### src/rtl/branch_predict_bht.sv
// IF-side branch direction predictor: 2-bit saturating counters in a direct-mapped table, trained from ID.
// Prediction and redirect are 0-cycle combinational; training is visible to IF one cycle after resolve.
module branch_predict_bht #(
  parameter int         IDX_BITS = 4,
  parameter logic [1:0] INIT_CNT = 2'b01
) (
  input  logic        clk,
  input  logic        rst,
  input  logic        if_valid,
  input  logic [31:0] if_pc,
  input  logic        if_is_branch,
  input  logic        stall,
  input  logic        flush,
  input  logic        id_resolve,
  input  logic        id_taken,
  output logic        pred_taken,
  output logic        mispredict,
  output logic        redirect_taken,
  output logic [31:0] br_count,
  output logic [31:0] miss_count
);

  localparam int ENTRIES = 1 << IDX_BITS;

  logic [1:0]          r_table [ENTRIES];
  logic                r_id_valid;
  logic                r_id_pred;
  logic [IDX_BITS-1:0] r_id_idx;
  logic [31:0]         r_br_count;
  logic [31:0]         r_miss_count;

  logic [IDX_BITS-1:0] w_if_idx;
  logic                w_resolve_ok;
  logic [1:0]          w_cnt_cur;
  logic [1:0]          w_cnt_nxt;
  logic                w_unused_pc;

  assign w_if_idx    = if_pc[IDX_BITS+1:2];
  assign w_unused_pc = ^{if_pc[31:IDX_BITS+2], if_pc[1:0]};

  // Asynchronous read, no bypass: a same-cycle write to this index shows up next cycle.
  assign pred_taken = if_valid & if_is_branch & r_table[w_if_idx][1];

  // A resolve under stall means operands are not final yet, so it is ignored.
  assign w_resolve_ok   = id_resolve & r_id_valid & ~stall;
  assign mispredict     = w_resolve_ok & (id_taken != r_id_pred);
  assign redirect_taken = mispredict & id_taken;

  assign w_cnt_cur = r_table[r_id_idx];

  always_comb begin
    w_cnt_nxt = w_cnt_cur;
    if (id_taken) begin
      if (w_cnt_cur != 2'b11) w_cnt_nxt = w_cnt_cur + 2'd1;
    end else begin
      if (w_cnt_cur != 2'b00) w_cnt_nxt = w_cnt_cur - 2'd1;
    end
  end

  always_ff @(posedge clk) begin
    if (rst) begin
      for (int i = 0; i < ENTRIES; i++) r_table[i] <= INIT_CNT;
    end else if (w_resolve_ok) begin
      r_table[r_id_idx] <= w_cnt_nxt;
    end
  end

  // ID tracking: the instruction in IF is wrong-path whenever ID redirects or is flushed.
  always_ff @(posedge clk) begin
    if (rst) begin
      r_id_valid <= 1'b0;
      r_id_pred  <= 1'b0;
      r_id_idx   <= '0;
    end else if (flush || mispredict) begin
      r_id_valid <= 1'b0;
    end else if (!stall) begin
      r_id_valid <= if_valid & if_is_branch;
      r_id_pred  <= pred_taken;
      r_id_idx   <= w_if_idx;
    end
  end

  always_ff @(posedge clk) begin
    if (rst) begin
      r_br_count   <= '0;
      r_miss_count <= '0;
    end else begin
      if (w_resolve_ok) r_br_count   <= r_br_count + 32'd1;
      if (mispredict)   r_miss_count <= r_miss_count + 32'd1;
    end
  end

  assign br_count   = r_br_count;
  assign miss_count = r_miss_count;

endmodule

### config.mk
export PLATFORM = sky130hd
export DESIGN_NAME = branch_predict_bht
export DESIGN_NICKNAME = d
export VERILOG_FILES = /design/src/rtl/branch_predict_bht.sv
export SDC_FILE = /design/constraint.sdc
export NUM_CORES = 1
export LEC_CHECK = 0
export CAP_MARGIN = 20
export CORE_UTILIZATION = 40
export CTS_BUF_LIST = sky130_fd_sc_hd__clkbuf_8
export DETAILED_ROUTE_END_ITERATION = 16
export DONT_BUFFER_PORTS = 1
export MAX_ROUTING_LAYER = met4
export SETUP_SLACK_MARGIN = 0.15
export SYNTH_ARGS = -nofsm -noshare
export SYNTH_HDL_FRONTEND = slang
export SYNTH_SLANG_ARGS = --single-unit
### constraint.sdc
create_clock -name clk -period 4 [get_ports clk]
set_clock_uncertainty 0.05 [all_clocks]
set_input_delay 0.8 -clock clk [delete_from_list [all_inputs] [get_ports clk]]
set_output_delay 0.8 -clock clk [all_outputs]
set_load 0.005 [all_outputs]
-- Word-level counts from Yosys, hierarchy flattened
Memories as Yosys holds them, arrays and structs flattened. A register that Yosys moved wholly into a read port is not among the register bits.
Cells that the tools add are included.
- register bits after elaboration: 70
- RAM bits: 32
- input bits: 40
- output and inout port bits: 67
- logic and storage cells: 38
- memories: 1
- memory list (name ; words ; bits a word ; rd ports ; clocked after memory_dff ; write ports ; line ; RTL):
    r_table ; 16 ; 2 ; 2 ; 1 ; 16 ; 25 ; logic [1:0] r_table [ENTRIES];
- add/sub/neg operators: 4
- eq/ne operators: 2
- muxes and demuxes: 13
- bitwise gates (word level): 8
- reductions and logical operators: 5
- operators with widths (cell ; number):
    32-bit by 1-bit adder with 32-bit output (second input constant) ; 2
    4-bit two-way mux ; 3
    2-bit two-way mux ; 4
    1-bit bitwise AND ; 6
    1-bit two-way mux ; 6
    2-bit OR reduction ; 2
    2-bit by 1-bit adder with 2-bit output (second input constant) ; 1
    2-bit inequality test (second input constant) ; 1
    1-bit NOT ; 2
    2-bit AND reduction ; 1
    2-bit nonzero test ; 1
    2-bit by 1-bit subtractor with 2-bit output (second input constant) ; 1
    1-bit logical OR ; 1
    1-bit inequality test ; 1

-- Logic depth before layout (Yosys ltp)
- depth after elaboration: 8
- depth in mapped cells: 7
- depth with buffers taken out: 6

-- Worst setup path before layout
No wires, ideal clock.
- kind: input-to-output
- start: input if_pc[2]
- end: output pred_taken
- arrival: 2185 ps
- slack: 965 ps
- stages: 4
- buffers on the path: 1
- cells stage by stage: clkbuf_1 > mux4_2 > mux4_2 > nor2b_1
- cells in the longest elaborated chain, start to end: 2
- ends and longest elaborated chain (item ; line ; RTL):
    start, declared ; 10 ; input logic [31:0] if_pc,
    memory 16 x 2 bit ; -- ;
    1-bit bitwise AND ; 42 ; assign pred_taken = if_valid & if_is_branch & r_table[w_if_idx][1];
    end, declared ; 16 ; output logic pred_taken,
Every way passes these cells.

==> results.ini <==
[floorplanning]
die_area_um2 = 13200
start_util = 0.418
rows = 40
dieHeight_um = 115
die_x_um = 115
core_um2 = 12200
boundaryPins = 107

[sta]
max_freq_mhz = 355
finalHoldViolCount = 0
grt_setup_unrepaired = no
min_period_ns = 2.82
finalCritPeriodShare = 0.704
worst_slack_ns = 1.18
finalSetupViolCount = 0
slew-limit-headroom = 0.493
fin_setup_tns_ns = 0
whs_ns = 0.417
tightest_slew_ns = 0.759
report.final.slew_viol_count = 0

[clock_tree]
tritoncts = yes
htree_num_levels = 3
clock_latency_ns = 0.39
clk_path_buf_depth = 2
cts.clk_slew.worst_paths_ns = 0.10
clock-sinks = 106
ctsResizeCount = 0
cts_root_buf = clkbuf_8
cts_buffers = 9
ctsHoldBuffers = 0
post-cts-setup-buffers = 0

[grt]
grt_use_met3 = 0.0459
grt_pass1_wl_mm = 18.0
grt_pass1_vias = 3636
grt_use_met1 = 0.220
antenna_found_initial = 0
met2_usage = 0.286
gr-total-overflow = 0
grt_max_degree = 92
grtUsageTotal = 0.182
busiest_layer = met2

[route]
drc = 0
drt-vias-per-instance = 5.44
wl_per_cell_um = 16.2
dr.pass1.iters = 4
drt_iter0_drc = 315
drtAntennaViolNets = 0
vias = 3737
wl_mm = 11.1

[placed_design]
place_area_um2 = 5180
dp.cells = 671
dp_slack_ns = 1.08
gp_congestion = 0.823
place.port_buffers = 0
hpwl_mm = 7.61

[logic_synthesis]
synth_cells = 533
ys_warn_count = 0
ys_ff_latch = 106
syn_area_um2 = 5100
synth_nets = 575
syn_area_per_cell_um2 = 9.57
ys_types = 40
synth.yosys.seq_area_share = 0.479

[power_and_ir_drop]
vdd_drop_max_v = 0.000144
cellPowerDensity_nw_per_um2 = 370
power_leakage_uw = 0.00160

[run_status]
status = finished, final reports clean

[finish]
antenna-diode-count = 0
final_cells = 687
finalInstanceArea_um2 = 5430
drive_gt1_frac = 0.0848
areaGrowthSynthToFinish_pct = 6.40
fin_nets = 556

[worst_setup_path]
cp.arrival_ns = 1.97
crit_type = reg2out
start_kind = flop
reg2reg_to = r_table[12][1]$_SDFFCE_PN0P_
cp-end-kind = output port
startpoint = r_table[14][1]$_SDFFCE_PN0P_
crit_fanout = 2
rrSetupSlack_ns = 1.45
cp.required_ns = 3.15
worst-r2r-cell-count = 5

[job]
cap_violations = 0

[worst_hold_path]
holdPathStages = 1
hp-class = in2reg
hold_start = rst
hold_end = br_count[25]$_SDFFE_PP0P_

metal layers:
metal	part of all wire	up-vias	wire, um
li1	-	1832	-
met1	0.45	1783	5000
met2	0.46	106	5080
met3	0.071	16	794
met4	0.022	0	242
met5	0	-	0
power by group:
| part | internal [uW] | switching, uW |
|---|---|---|
| combinational | 31.3 | 38.8 |
| sequential | 1110 | 13.0 |
| clock | 421 | 390 |
state kept, by name (all words and copies together) (netlist names), named ones only:
name / count
miss_count: 32
r_id_pred: 1
r_id_idx: 4
r_table: 32
r_id_valid: 1
br_count: 32
cells by family (layout without fill, tap and decap cells):
kind of cell / after synthesis / in the layout / share of synthesized area
xor+xnor: 51 / 51 / 0.0876
mux: 20 / 20 / 0.0711
fa+ha+maj: 4 / 4 / 0.00981
simple gates: 281 / 281 / 0.289
buf+inv: 45 / 31 / 0.0370
compound gates: 26 / 26 / 0.0265
flops: 106 / 106 / 0.479
cells in the mapped netlist:
cell,instances,share of area
o21ai_0,11,0.011
dfxtp_1,74,0.29
or3_1,14,0.017
a21o_1,1,0.0015
a22oi_1,1,0.0015
or2_2,4,0.0049
mux2i_1,7,0.014
xnor2_1,40,0.069
xor2_1,11,0.019
nor4_1,16,0.020
nand4_2,2,0.0049
and2_1,2,0.0025
clkbuf_1,22,0.016
nand2_1,40,0.029
and3b_1,1,0.0017
nor2_1,84,0.062
nand3_1,33,0.032
nand4_1,15,0.018
inv_1,15,0.011
a21oi_1,13,0.013
nor3b_1,2,0.0029
or4_1,1,0.0015
ha_1,2,0.0049
nor4bb_1,1,0.0020
and4_1,9,0.015
maj3_2,1,0.0022
maj3_4,1,0.0027
and3_1,7,0.0086
or3b_1,1,0.0017
buf_2,4,0.0039
mux4_2,13,0.057
edfxtp_1,32,0.19
or2_1,4,0.0049
nor3_2,2,0.0039
nor4b_1,1,0.0017
nor4_2,5,0.012
nand2b_1,13,0.016
nor3_1,17,0.017
nor2b_1,7,0.0086
buf_4,4,0.0059
critical path: stages (launching register included):
cell      delay [ns]
edfxtp_1        0.42
mux4_2          0.47
mux4_2          0.49
nor2b_1         0.19
through the flow:
stage | total power (uW) | util
detailed placement | 1220 | 0.424
floorplan | 1220 | -
CTS | 2030 | 0.444
global placement | 1220 | 0.424
global route | 2080 | 0.444
finish | 2010 | 0.444
cell type report:
| class | count | area [um2] |
|---|---|---|
| Fill cell | 1185 | 6790 |
| Inverter | 15 | 56.3 |
| Tap cell | 168 | 210 |
| Sequential cell | 106 | 2440 |
| Multi-Input combinational cell | 382 | 2470 |
| Clock buffer | 9 | 124 |
| Clock inverter | 7 | 125 |
layout by cell type (no fill, tap or decap), types with 2 or more instances in the layout:
| cell type | instances |
|---|---|
| ha_1 | 2 |
| xnor2_1 | 40 |
| bufinv_16 | 3 |
| or3_1 | 14 |
| clkbuf_8 | 9 |
| or2_1 | 4 |
| nand4_1 | 15 |
| nand2b_1 | 13 |
| mux2i_1 | 7 |
| nand4_2 | 2 |
| nor2b_1 | 7 |
| and3_1 | 7 |
| nor2_1 | 84 |
| nor3b_1 | 2 |
| or2_2 | 4 |
| o21ai_0 | 11 |
| clkinvlp_4 | 2 |
| nor3_1 | 17 |
| nand3_1 | 33 |
| nor3_2 | 2 |
| inv_1 | 15 |
| xor2_1 | 11 |
| dfxtp_1 | 74 |
| a21oi_1 | 13 |
| mux4_2 | 13 |
| and2_1 | 2 |
| and4_1 | 9 |
| nor4_1 | 16 |
| nor4_2 | 5 |
| edfxtp_1 | 32 |
| nand2_1 | 40 |
worst max path at each step:
| stage | slack [ns] | cells past startpoint | endpoint |
|---|---|---|---|
| 2_1_floorplan | 0.96 | 4 | pred_taken |
| 3_3_place_gp | 1.10 | 5 | br_count[31]$_SDFFE_PP0P_ |
| 3_5_place_dp | 1.08 | 5 | br_count[31]$_SDFFE_PP0P_ |
| 4_1_cts | 1.17 | 3 | pred_taken |
| 5_1_grt | 1.13 | 3 | pred_taken |
| 6_report | 1.18 | 3 | pred_taken |
Note: power is estimated with default switching activity, not from simulation.
